File: src/rtl/rr_onehot_arbiter_pkg.sv
// Shared arbiter helpers: index-width sizing and the pointer wrap-increment
// used by rr_onehot_arbiter and by any consumer of its grant index.
package elau_arb_pkg;

  localparam int ARB_WIDTH_DEF = 8;

  // Index width for a given requester count; never narrower than one bit.
  function automatic int idx_w(input int width);
    return (width > 1) ? $clog2(width) : 1;
  endfunction

  // Next index after idx, folding back to 0 for non-power-of-two widths.
  function automatic int unsigned wrap_inc(input int unsigned idx, input int unsigned width);
    return (idx + 32'd1 == width) ? 32'd0 : idx + 32'd1;
  endfunction

endpackage

File: src/rtl/rr_onehot_arbiter_if.sv
// Request/grant bundle between requesters/consumer (master) and the arbiter (slave).
interface rr_onehot_arbiter_if
  import elau_arb_pkg::*;
#(
  parameter int width = ARB_WIDTH_DEF
);
  localparam int IW = idx_w(width);

  logic [width-1:0] Req;
  logic             Ready;
  logic             Valid;
  logic [width-1:0] Grant;
  logic [IW-1:0]    Idx;

  modport master (output Req, output Ready, input Valid, input Grant, input Idx);
  modport slave  (input Req, input Ready, output Valid, output Grant, output Idx);

endinterface

File: src/rtl/rr_onehot_arbiter_encode.sv
// One-hot to binary encoder; the input must be one-hot or all-zero.
module Encode
  import elau_arb_pkg::*;
#(
  parameter int width = ARB_WIDTH_DEF,
  localparam int IW   = idx_w(width)
) (
  input  logic [width-1:0] i_onehot,
  output logic [IW-1:0]    o_idx
);

  always_comb begin
    o_idx = '0;
    for (int i = 0; i < width; i++) begin
      if (i_onehot[i]) o_idx = o_idx | IW'(i);
    end
  end

endmodule

File: src/rtl/rr_onehot_arbiter.sv
// Registered one-hot arbiter behind a valid/ready handshake. Round-robin when
// ELAU_RRARB_FAIR_EN is defined, otherwise fixed lowest-index priority.
module rr_onehot_arbiter
  import elau_arb_pkg::*;
#(
  parameter int width = ARB_WIDTH_DEF
) (
  input  logic               CLK,
  input  logic               RSTN,
  rr_onehot_arbiter_if.slave bus
);

  localparam int IW = idx_w(width);

  logic             r_valid;
  logic [width-1:0] r_grant;
  logic [IW-1:0]    r_idx;

  logic             w_load;
  logic [IW-1:0]    w_eptr;
  logic [IW:0]      w_pos;
  logic [width-1:0] w_win;
  logic             w_found;
  logic [IW-1:0]    w_win_idx;

  assign w_load = !r_valid || bus.Ready;

`ifdef ELAU_RRARB_FAIR_EN
  logic          w_hs;
  logic [IW-1:0] w_next_ptr;
  logic [IW-1:0] r_ptr;

  assign w_hs       = r_valid && bus.Ready;
  assign w_next_ptr = IW'(wrap_inc(32'(r_idx), width));
  // Served requester drops to lowest priority in the same cycle it is accepted.
  assign w_eptr     = w_hs ? w_next_ptr : r_ptr;

  always_ff @(posedge CLK or negedge RSTN) begin
    if (!RSTN)     r_ptr <= '0;
    else if (w_hs) r_ptr <= w_next_ptr;
  end
`else
  assign w_eptr = '0;
`endif

  // Scan upward from w_eptr, wrapping at width rather than at 2**IW.
  always_comb begin
    w_win   = '0;
    w_found = 1'b0;
    w_pos   = '0;
    for (int k = 0; k < width; k++) begin
      w_pos = {1'b0, w_eptr} + (IW+1)'(k);
      if (w_pos >= (IW+1)'(width)) w_pos = w_pos - (IW+1)'(width);
      if (!w_found && bus.Req[w_pos[IW-1:0]]) begin
        w_win[w_pos[IW-1:0]] = 1'b1;
        w_found              = 1'b1;
      end
    end
  end

  Encode #(.width(width)) u_encode (
    .i_onehot (w_win),
    .o_idx    (w_win_idx)
  );

  always_ff @(posedge CLK or negedge RSTN) begin
    if (!RSTN) begin
      r_valid <= 1'b0;
      r_grant <= '0;
      r_idx   <= '0;
    end else if (w_load) begin
      r_valid <= w_found;
      r_grant <= w_win;
      r_idx   <= w_win_idx;
    end
  end

  assign bus.Valid = r_valid;
  assign bus.Grant = r_grant;
  assign bus.Idx   = r_idx;

endmodule

File: src/flat_wrapper.sv
// flat-port wrapper written by rule: the top's interface ports become plain ports
module rr_onehot_arbiter_flat import elau_arb_pkg::*;
#(
  parameter int width = ARB_WIDTH_DEF
)
  (CLK, RSTN, bus_Req, bus_Ready, bus_Valid, bus_Grant, bus_Idx);
  rr_onehot_arbiter_if #(.width(width)) bus_i ();
  input  logic CLK;
  input  logic RSTN;
  input wire logic [$bits(bus_i.Req)-1:0] bus_Req;
  input wire logic [$bits(bus_i.Ready)-1:0] bus_Ready;
  output wire logic [$bits(bus_i.Valid)-1:0] bus_Valid;
  output wire logic [$bits(bus_i.Grant)-1:0] bus_Grant;
  output wire logic [$bits(bus_i.Idx)-1:0] bus_Idx;
  assign bus_i.Req = bus_Req;
  assign bus_i.Ready = bus_Ready;
  assign bus_Valid = bus_i.Valid;
  assign bus_Grant = bus_i.Grant;
  assign bus_Idx = bus_i.Idx;
  rr_onehot_arbiter #(.width(width)) u_core (.CLK(CLK), .RSTN(RSTN), .bus(bus_i));
endmodule
File: config.mk
export PLATFORM = sky130hd
export DESIGN_NAME = rr_onehot_arbiter_flat
export DESIGN_NICKNAME = d
export VERILOG_FILES = /design/src/rtl/rr_onehot_arbiter_pkg.sv /design/src/rtl/rr_onehot_arbiter_if.sv /design/src/rtl/rr_onehot_arbiter_encode.sv /design/src/rtl/rr_onehot_arbiter.sv /design/src/flat_wrapper.sv
export SDC_FILE = /design/constraint.sdc
export NUM_CORES = 1
export LEC_CHECK = 0
export BUFFER_PORTS_ARGS = -buffer_cell sky130_fd_sc_hd__buf_2
export CAP_MARGIN = 20
export CORE_AREA = 4 4 41 43
export CTS_BUF_LIST = sky130_fd_sc_hd__clkbuf_16
export DETAILED_ROUTE_END_ITERATION = 10
export DIE_AREA = 0 0 45 47
export MAX_ROUTING_LAYER = met4
export PLACE_DENSITY_LB_ADDON = 0.15
export RECOVER_POWER = 100
export SYNTH_ARGS = -nofsm -noshare
export SYNTH_HDL_FRONTEND = slang
export SYNTH_SLANG_ARGS = --single-unit
File: constraint.sdc
create_clock -name CLK -period 1.9 [get_ports CLK]
set_input_delay 0.285 -clock CLK [delete_from_list [all_inputs] [get_ports CLK]]
set_output_delay 0.285 -clock CLK [all_outputs]
set_load 0.05 [all_outputs]
==> impl_metrics.csv <==
group,metric,value,unit
die,die_height,47,um
drt,routed_wl,1.17,mm
layout,drive_above_1_share,25.7,%
drt,routed-wl-met2,563,um
clock_network,cts_buffer_depth,2,
critical_path,startpoint,"bus_Req[2]",
drt,routed.top_layer,"met4",
die,start_util,41.5,%
critical_path,worstPathRequired,2.08,ns
timing,slew_headroom,57.6,%
logic_synthesis,syn_area,541,um^2
pwr,peakVddDrop,623,uV
worst_hold_path,holdPathStages,3,
die,core,0.00130,mm^2
timing,fin_skew,0.000305,ns
pwr,p_leak,0.318,nW
drt,first_iter_violations,2,
global_route,grt_overflow,0,
timing,setup_violations,0,
drt,antenna_left,0,
logic_synthesis,synth_fp_nets,56,
placed_design,placed_area,669,um^2
drt,drcViolationCount,0,
critical_path,slowest_delay,0.63,ns
status,status,"complete, no violations",
critical_path,cpMaxStageDelayCell,"or4_1",
placed_design,gp_congestion,0.737,
clock_network,cts_buffers,3,
timing,fin_ws,0.499,ns
timing,rsz0062_at_grt,"false",
global_route,grt_pass1_vias,457,
clock_network,h-tree-depth,1,
logic_synthesis,synth_flop_cell,"dfrtp_1",
worst_hold_path,min_from,"bus_Req[7]",
clock_network,clock_sinks,12,
critical_path,r2r_cells,4,
clock_network,cts_hold_buf,1,
logic_synthesis,synth_cell_types,20,
critical_path,worstPathCellList,"clkbuf_1, or4_1, nor4_4, a311o_2",
clock_network,postCtsSetupRepairBufs,0,
job,maxCapViolations,0,
critical_path,critPathMaxFanout,5,
worst_hold_path,hold_path.class,"in -> reg",
clock_network,post_cts_resized,0,
logic_synthesis,ys_seq_area_share,55.6,%
logic_synthesis,ys_ff_latch,12,
clock_network,cts_tree,"done",
placed_design,dpl_worst_slack,0.321,ns
die,fp-row-count,13,
timing,tightestPinTransition,0.636,ns
die,fp.dieW,45,um
pwr,p_per_area,1030,mW/mm^2
placed_design,hpwlAfterDp,887,um
timing,fmax,714,MHz
layout,syn2layout_area_growth,35.4,%
layout,final_area,732,um^2
timing,finalCriticalPeriod,1.40,ns
drt,viasPerCell,5.33,
clock_network,cts-root-buf,"clkbuf_16",
global_route,antenna_found_initial,0,
critical_path,startpoint_type,"input pin",
critical_path,worstSetupPathType,"in -> reg",
critical_path,worstPathArrival,1.58,ns
logic_synthesis,synthArstFlopShare,100,%
placed_design,io_buffers,22,
layout,final_cells,85,
pwr,p_total,753,uW
drt,num_vias,453,
logic_synthesis,ys_warn_count,0,
critical_path,cp-end-kind,"register",
drt,wl_met1,497,um
timing,fin_crit_sh,73.8,%
global_route,grt_max_degree,18,
critical_path,r2r_start,"u_core.bus.Valid",
logic_synthesis,syn_inst,45,
drt,dr.pass1.iters,4,
timing,fin_setup_tns,0,ns
critical_path,r2r_setup_slack,0.52,ns
clock_network,worstSkewPairLatency,0.23,ns
global_route,grt_first_pass_wirelength,1.88,mm
global_route,grt_use_total,13.4,%
clock_network,path_clk_slew,0.04,ns
layout,final_nets,83,
logic_synthesis,avgSynthCellArea,12.0,um^2
die,top_level_ports,23,
drt,routedWlPerCell,13.7,um
logic_synthesis,synth_edf_count,0,
placed_design,place_inst,81,
timing,slew_violations,0,
layout,antennaDiodeCount,0,
die,dieArea,0.00212,mm^2
timing,hold_viol,0,
drt,route.met3.wl,82,um
==> final cells by class <==
type                            count  area [um^2]
Clock buffer                        3         75.1
Fill cell                         138          569
Inverter                            2         7.51
Multi-Input combinational cell     29          221
Sequential cell                    12          300
Tap cell                           15         18.8
Timing Repair Buffer               24          109
==> kinds of logic after synthesis <==
family / after synthesis / share of synthesized area (%)
buf+inv: 4 / 2.78
flops: 12 / 55.6
compound gates: 11 / 17.4
mux: 3 / 6.25
simple gates: 15 / 18.1
==> power by group <==
part	internal, mW	leakage, nW	switching, mW
Combinational	0.0297	0.126	0.0793
Sequential	0.269	0.155	0.00567
Clock	0.273	0.0370	0.0969
==> critical path, delay by kind of cell <==
family	cells	cell delay, ns
compound gates	1	0.21
simple gates	2	0.96
buf+inv	1	0.11
==> synthesized netlist by cell type, types with 2 or more instances <==
| cell | instances | area (um^2) |
|---|---|---|
| a22o_1 | 3 | 26.3 |
| nand2_1 | 4 | 15.0 |
| clkbuf_1 | 2 | 7.51 |
| nor2b_1 | 2 | 12.5 |
| dfrtp_1 | 12 | 300 |
| mux2_2 | 3 | 33.8 |
| o31ai_1 | 3 | 22.5 |
| nor2_1 | 3 | 11.3 |
| inv_1 | 2 | 7.51 |
==> cells in the final DEF, fill, tap and decap left out, drive strengths merged <==
| cell type | count |
|---|---|
| o31ai | 3 |
| nor3 | 1 |
| nor4 | 2 |
| nand2 | 4 |
| dfrtp | 12 |
| buf | 8 |
| a22o | 4 |
| or4 | 2 |
| mux2 | 3 |
| clkbuf | 18 |
| a32o | 1 |
| dlygate4sd3 | 1 |
| o21ai | 1 |
| nor2b | 2 |
| a311o | 1 |
| nor2 | 3 |
| nand2b | 1 |
| inv | 2 |
| a2111oi | 1 |
==> flip-flops by register name, summed over array words and instances, names as in the netlist <==
register          flops
u_core.bus.Grant      8
u_core.bus.Valid      1
u_core.bus.Idx        3
==> per-stage QoR <==
| step | utilization [%] | hold WS, ns |
|---|---|---|
| 2_1_floorplan | - | -0.0106 |
| 3_3_place_gp | 51.4 | 0.178 |
| 3_5_place_dp | 51.4 | 0.175 |
| 4_1_cts | 58.0 | 0.326 |
| 5_1_grt | 56.3 | 0.343 |
| 6_report | 56.3 | 0.326 |
==> per-layer routing <==
layer	track usage (%)	vias up
li1	-	222
met1	15.3	214
met2	21.8	13
met3	3.45	4
met4	7.02	0
met5	-	-
==> path summary, 6_finish.rpt <==
kind | end
setup / recovery | u_core.bus.Idx[0]
hold / removal | u_core.bus.Valid
setup reg to reg | u_core.bus.Idx[0]
hold reg to reg | u_core.bus.Grant[5]
max in group asynchronous | u_core.bus.Grant[0]
min in group asynchronous | u_core.bus.Grant[2]
Power figures use the tool's default switching activity.
